==> src/rtl/uart_pkg.sv <==
// uart_pkg: shared UART receiver types and timing constants.
//   state_t      receiver FSM states
//   OVERSAMPLE   ticks per bit
//   SAMPLE_*     tick_cnt values at which the line is sampled for majority vote
//   STOP_EVAL    tick_cnt at which the stop bit is judged (mid-bit, allows resync)
package uart_pkg;

    typedef enum logic [2:0] {
        IDLE,
        START,
        DATA,
        PARITY,
        STOP,
        WAIT_HIGH
    } state_t;

    localparam int OVERSAMPLE = 16;
    localparam int SAMPLE_LO  = 7;
    localparam int SAMPLE_MID = 8;
    localparam int SAMPLE_HI  = 9;
    localparam int STOP_EVAL  = 9;

endpackage

==> src/rtl/uart_rx_if.sv <==
// uart_rx_if: byte delivery handshake from the UART receiver to its consumer.
//   rx_data     received payload, stable while rx_valid
//   rx_valid    payload available
//   rx_ready    consumer accepts on valid && ready
//   parity_err  parity mismatch for current rx_data
//   frame_err   one-cycle pulse on a low stop bit
//   overrun     one-cycle pulse when a good frame is dropped
//   master = receiver side, slave = consumer side
interface uart_rx_if #(parameter int DATA_BITS = 8);

    logic [DATA_BITS-1:0] rx_data;
    logic                 rx_valid;
    logic                 rx_ready;
    logic                 parity_err;
    logic                 frame_err;
    logic                 overrun;

    modport master (output rx_data, rx_valid, parity_err, frame_err, overrun, input rx_ready);
    modport slave  (input rx_data, rx_valid, parity_err, frame_err, overrun, output rx_ready);

endinterface

==> src/rtl/uart_rx_sync.sv <==
// uart_rx_sync: N-flop synchronizer for an asynchronous input, resets to 1.
//   clk, rst_n  clock and asynchronous active-low reset
//   d           asynchronous input
//   q           synchronized output
module uart_rx_sync #(
    parameter int N = 2
) (
    input  logic clk,
    input  logic rst_n,
    input  logic d,
    output logic q
);

    logic [N-1:0] ff;

    always_ff @(posedge clk or negedge rst_n) begin
        if (!rst_n) ff <= '1;
        else        ff <= {ff[N-2:0], d};
    end

    assign q = ff[N-1];

endmodule

==> src/rtl/uart_rx.sv <==
// uart_rx: 16x-oversampled UART receiver with majority-vote sampling and valid/ready delivery.
//   clk, rst_n  clock and asynchronous active-low reset
//   tick_16x    one-clk strobe at 16x baud
//   rxd         asynchronous serial line, idles high
//   busy        FSM not idle
//   rx          delivery handshake and status (uart_rx_if master)
module uart_rx
    import uart_pkg::*;
#(
    parameter int DATA_BITS   = 8,
    parameter int PARITY_EN   = 0,
    parameter int PARITY_ODD  = 0,
    parameter int SYNC_STAGES = 2
) (
    input  logic      clk,
    input  logic      rst_n,
    input  logic      tick_16x,
    input  logic      rxd,
    output logic      busy,
    uart_rx_if.master rx
);

    logic                 rxd_s;
    state_t               state_q, state_d;
    logic [3:0]           tick_cnt, bit_cnt;
    logic [2:0]           samp;
    logic [DATA_BITS-1:0] shift_q, data_q;
    logic                 par_q, valid_q, perr_q, ferr_q, ovr_q;
    logic                 at_end, at_stop, maj, maj_now, last_bit, good, load, perr_d;

    uart_rx_sync #(.N(SYNC_STAGES)) u_sync (.clk(clk), .rst_n(rst_n), .d(rxd), .q(rxd_s));

    assign at_end   = tick_16x && tick_cnt == 4'(OVERSAMPLE - 1);
    assign at_stop  = tick_16x && tick_cnt == 4'(STOP_EVAL) && state_q == STOP;
    assign maj      = (samp[0] & samp[1]) | (samp[0] & samp[2]) | (samp[1] & samp[2]);
    // Stop is judged on the tick of its third sample, so that sample is taken live.
    assign maj_now  = (samp[0] & samp[1]) | (samp[0] & rxd_s) | (samp[1] & rxd_s);
    assign last_bit = bit_cnt == 4'(DATA_BITS - 1);
    assign good     = at_stop && maj_now;
    assign load     = good && (!valid_q || rx.rx_ready);
    assign perr_d   = (PARITY_EN != 0) && (par_q ^ (^shift_q) ^ (PARITY_ODD != 0));

    always_comb begin
        state_d = state_q;
        if (tick_16x) begin
            case (state_q)
                IDLE:      state_d = rxd_s ? IDLE : START;
                START:     state_d = !at_end ? START : maj ? IDLE : DATA;
                DATA:      state_d = !(at_end && last_bit) ? DATA : (PARITY_EN != 0) ? PARITY : STOP;
                PARITY:    state_d = at_end ? STOP : PARITY;
                STOP:      state_d = !at_stop ? STOP : maj_now ? IDLE : WAIT_HIGH;
                WAIT_HIGH: state_d = rxd_s ? IDLE : WAIT_HIGH;
                default:   state_d = IDLE;
            endcase
        end
    end

    always_ff @(posedge clk or negedge rst_n) begin
        if (!rst_n) state_q <= IDLE;
        else        state_q <= state_d;
    end

    always_ff @(posedge clk or negedge rst_n) begin
        if (!rst_n) begin
            tick_cnt <= '0;
            bit_cnt  <= '0;
            samp     <= '1;
            shift_q  <= '0;
            par_q    <= 1'b0;
            data_q   <= '0;
            perr_q   <= 1'b0;
            valid_q  <= 1'b0;
            ferr_q   <= 1'b0;
            ovr_q    <= 1'b0;
        end else begin
            if (tick_16x) tick_cnt <= state_q == IDLE ? 4'd0 : tick_cnt + 4'd1;
            if (tick_16x && tick_cnt inside {4'(SAMPLE_LO), 4'(SAMPLE_MID), 4'(SAMPLE_HI)})
                samp <= {samp[1:0], rxd_s};
            if (at_end) bit_cnt <= state_q == DATA ? bit_cnt + 4'd1 : 4'd0;
            if (at_end && state_q == DATA) shift_q <= {maj, shift_q[DATA_BITS-1:1]};
            if (at_end && state_q == PARITY) par_q <= maj;
            if (load) begin
                data_q <= shift_q;
                perr_q <= perr_d;
            end
            valid_q <= load || (valid_q && !rx.rx_ready);
            ferr_q  <= at_stop && !maj_now;
            ovr_q   <= good && !load;
        end
    end

    assign busy          = state_q != IDLE;
    assign rx.rx_data    = data_q;
    assign rx.rx_valid   = valid_q;
    assign rx.parity_err = perr_q;
    assign rx.frame_err  = ferr_q;
    assign rx.overrun    = ovr_q;

endmodule

==> src/flat_wrapper.sv <==
// flat-port wrapper written by rule: the top's interface ports become plain ports
module uart_rx_flat import uart_pkg::*;
#(
    parameter int DATA_BITS   = 8,
    parameter int PARITY_EN   = 0,
    parameter int PARITY_ODD  = 0,
    parameter int SYNC_STAGES = 2
)
  (clk, rst_n, tick_16x, rxd, busy, rx_rx_data, rx_rx_valid, rx_parity_err, rx_frame_err, rx_overrun, rx_rx_ready);
  uart_rx_if #(.DATA_BITS(DATA_BITS)) rx_i ();
  input  logic clk;
  input  logic rst_n;
  input  logic tick_16x;
  input  logic rxd;
  output logic busy;
  output wire logic [$bits(rx_i.rx_data)-1:0] rx_rx_data;
  output wire logic [$bits(rx_i.rx_valid)-1:0] rx_rx_valid;
  output wire logic [$bits(rx_i.parity_err)-1:0] rx_parity_err;
  output wire logic [$bits(rx_i.frame_err)-1:0] rx_frame_err;
  output wire logic [$bits(rx_i.overrun)-1:0] rx_overrun;
  input wire logic [$bits(rx_i.rx_ready)-1:0] rx_rx_ready;
  assign rx_rx_data = rx_i.rx_data;
  assign rx_rx_valid = rx_i.rx_valid;
  assign rx_parity_err = rx_i.parity_err;
  assign rx_frame_err = rx_i.frame_err;
  assign rx_overrun = rx_i.overrun;
  assign rx_i.rx_ready = rx_rx_ready;
  uart_rx #(.DATA_BITS(DATA_BITS), .PARITY_EN(PARITY_EN), .PARITY_ODD(PARITY_ODD), .SYNC_STAGES(SYNC_STAGES)) u_core (.clk(clk), .rst_n(rst_n), .tick_16x(tick_16x), .rxd(rxd), .busy(busy), .rx(rx_i));
endmodule
==> config.mk <==
export PLATFORM = sky130hd
export DESIGN_NAME = uart_rx_flat
export DESIGN_NICKNAME = d
export VERILOG_FILES = /design/src/rtl/uart_pkg.sv /design/src/rtl/uart_rx_if.sv /design/src/rtl/uart_rx_sync.sv /design/src/rtl/uart_rx.sv /design/src/flat_wrapper.sv
export SDC_FILE = /design/constraint.sdc
export NUM_CORES = 1
export LEC_CHECK = 0
export ABC_AREA = 1
export CELL_PAD_IN_SITES_DETAIL_PLACEMENT = 1
export CELL_PAD_IN_SITES_GLOBAL_PLACEMENT = 1
export CORE_ASPECT_RATIO = 1.4
export CORE_UTILIZATION = 35
export DETAILED_ROUTE_END_ITERATION = 6
export DONT_BUFFER_PORTS = 1
export PLACE_DENSITY = 0.63
export SETUP_SLACK_MARGIN = 0.2
export SYNTH_ARGS = -nofsm -noshare
export SYNTH_HDL_FRONTEND = slang
export SYNTH_SLANG_ARGS = --single-unit
==> constraint.sdc <==
create_clock -name clk -period 2.3 [get_ports clk]
set_input_delay 0.46 -clock clk [delete_from_list [all_inputs] [get_ports clk]]
set_output_delay 0.46 -clock clk [all_outputs]
set_load 0.03 [all_outputs]
==> metrics.csv <==
stage,metric,value,unit
synthesis,synth cell count leaders,"nand2_1 (48), dfrtp_1 (30), inv_1 (30)",
clocking,Worst-path clk slew,70,ps
power,Pleak,0.909,nW
synthesis,"Top FF cell, synth",dfrtp_1,
worst_setup_path,Crit path arrival time,1310,ps
sta,setup violators final,0,
floorplan,die area,0.00503,mm²
worst_hold_path,HP Class,input port to register,
clocking,CTS root buffer,clkbuf_8,
routing,DR iter-0 viols,41,
synthesis,Syn Inst Count,191,
clocking,H-tree depth,2,
power,pwr dens,812,mW/mm²
floorplan,Initial Util,36.6,%
job,Max-Cap Viols,0,
power,Logic pwr share,19.2,%
global_route,Tot GR Track Use,16.4,%
worst_setup_path,CP max FO,8,
floorplan,Die Y,83.5,µm
worst_setup_path,Critical Path Start Type,register,
synthesis,synthesis-stage register bit count,35,
synthesis,post-synthesis cell area,0.00166,mm²
worst_setup_path,worst path required time,1840,ps
routing,average wire per standard cell,13.1,µm
synthesis,Syn Area/Cell,8.69,µm²
synthesis,number of flops mapped to enable cells by yosys,0,
sta,period utilization,77.1,%
routing,vias per cell,4.72,
power,power consumption,1.48,mW
floorplan,IO Count,18,
synthesis,Synthesized Nets,200,
sta,Max Freq,0.564,GHz
cells_and_area,post-layout utilization of the core,40.2,%
power,Sw Share,32.0,%
place,Buffers on Ports,0,
clocking,Skew-Pair Late Insertion Delay,280,ps
worst_setup_path,nature of the critical path endpoint,primary output,
synthesis,Synth Warn #,0,
cells_and_area,Synth-to-Final Area Change,9.87,%
floorplan,Row Count,29,
sta,setup ws final,527,ps
place,GP Congestion,0.703,
global_route,vias in the first global route,1354,
sta,Setup TNS Final,0,ps
global_route,grt ovf,0,
sta,Hold Fails Final Rpt,0,
synthesis,top-count cell post-synth,nand2_1,
clocking,CTS buffer count,5,
place,dpl ws,613,ps
floorplan,core footprint,0.00454,mm²
clocking,post-CTS sizing,0,
synthesis,synth unique cells,29,
power,internal power,1.01,mW
synthesis,Yosys top cell area share,45.2,%
synthesis,sequential area share after synthesis,53.1,%
power,Clk pwr share,28.7,%
sta,Max Clock Skew,4.63,ps
power,share of power burned in registers,52.1,%
cells_and_area,final net count,205,
clocking,CTS tree,done,
global_route,antenna violations before repair,0,
worst_setup_path,Crit Path Class,register to primary output,
cells_and_area,n_diodes,0,
clocking,Clock Tree Buf Depth,2,
floorplan,width of the die,60.2,µm
synthesis,"area leader, netlist",dfrtp_1,
sta,post-route minimum period,1770,ps
global_route,largest net degree at the start of global routing,31,
place,Detailed Place HPWL,2470,µm
synthesis,ys async rst share,100,%
routing,drc violations,0,
sta,Slew Limit Fails,0,
global_route,first-pass GRT wire length,6110,µm
routing,"antenna viol nets, final",0,
power,switching power total,0.474,mW
routing,Pre-Repair DR Iteration Count,3,
run_status,run status,"complete, no violations",
clocking,CTS sink cnt,35,
routing,Routed Wire Length,3400,µm
synthesis,top post-synthesis cells by area,"dfrtp_1 (45%), nand2_1 (11%), dfstp_2 (7.9%)",
routing,via count,1223,
cells_and_area,layout cell share with drive strength beyond 1,12.7,%
sta,RSZ-0062 raised after global routing,false,
power,worst vdd ir,0.000530,V
## repair_timing
| item | CTS | global route |
|---|---|---|
| setup buffers | 0 | 0 |
| hold buffers | 2 | 0 |
| endpoints found under the hold margin | 30 | 0 |
## area by class of cell
type | instances | area (µm²)
well taps | 62 | 77.6
multi-input cells | 120 | 629
clock inverters | 1 | 5.00
repair buffers | 3 | 37.5
flip-flops and latches | 35 | 882
inverters | 31 | 116
fillers | 533 | 2710
clock buffers | 7 | 76.3
## worst paths after layout
kind	to	slack, ps	startpoint	cells after the start
min reg2reg	u_core.u_sync.ff[1]	360	u_core.u_sync.ff[0]	0
max in group asynchronous	u_core.rx.rx_valid	1290	rst_n	2
max reg2reg	u_core.rx.rx_data[3]	610	u_core.tick_cnt[1]	8
min	u_core.u_sync.ff[0]	170	rxd	0
max	busy	530	u_core.state_q[0]	2
min in group asynchronous	u_core.u_sync.ff[0]	820	rst_n	1
## worst max-delay path: stages, from the launching register on
cell and delay (ps):
dfrtp_1 490, nor3_1 300, inv_1 240
## per-stage QoR
stage | area, µm² | instances | hold slack [ps]
2_1_floorplan | 1660 | 191 | 164
3_3_place_gp | 1710 | 249 | 165
3_5_place_dp | 1710 | 249 | 165
4_1_cts | 1820 | 259 | 154
5_1_grt | 1820 | 259 | 141
6_report | 1820 | 259 | 167
## power by group through the flow
| stage | Clock (mW) | Sequential [mW] | Combinational, mW |
|---|---|---|---|
| 6_report | 0.425 | 0.771 | 0.285 |
| 5_1_grt | 0.478 | 0.781 | 0.334 |
| 2_1_floorplan | 0 | 0.754 | 0.231 |
| 3_5_place_dp | 0 | 0.784 | 0.269 |
| 3_3_place_gp | 0 | 0.775 | 0.256 |
| 4_1_cts | 0.447 | 0.772 | 0.291 |
## per-layer routing
layer | share of wire [%] | routed length (µm) | global-route usage (%)
met2 | 56 | 1910 | 29.1
met3 | 2.9 | 99 | 4.50
met4 | 2.0 | 68 | 7.40
met5 | 0 | 0 | 0
met1 | 39 | 1320 | 17.2
## cell families (layout without fill, tap and decap cells)
group	after synthesis	after routing	share of synthesized area, %
AO/OA/AOI/OAI	28	28	9.80
AND/OR/NAND/NOR	84	84	23.3
other	1	1	0.226
buffers and inverters	36	42	8.97
adder cells (fa/ha/maj)	4	4	3.01
flip-flops	35	35	53.1
XOR/XNOR	3	3	1.58
## flip-flops by register name, indices dropped and copies added, names as in the netlist
name and flops:
u_core.samp 3, u_core.rx.frame_err 1, u_core.shift_q 8, u_core.u_sync.ff 2, u_core.rx.rx_data 8, u_core.rx.rx_valid 1, u_core.tick_cnt 4, u_core.rx.overrun 1
u_core.state_q 3, u_core.bit_cnt 4
## layout by cell type (no fill, tap or decap)
cell,count
conb_1,1
nand3_1,13
dlygate4sd3_1,1
clkbuf_8,5
clkinv_2,1
inv_1,30
nand3_4,1
a21oi_4,1
a22o_1,1
nor2_1,8
nand2_1,48
a21oi_1,2
nand4_1,3
nor2_4,1
clkbuf_1,2
inv_2,1
buf_12,1
ha_1,4
o21ai_2,2
o21ai_0,19
nand2_2,3
nand3b_1,1
nor2_2,2
o21ai_1,3
buf_4,1
dfstp_2,5
xor2_1,2
dfrtp_1,30
xnor2_1,1
nor3_1,3
nor3_2,1
(Power assumes the default switching activity.)
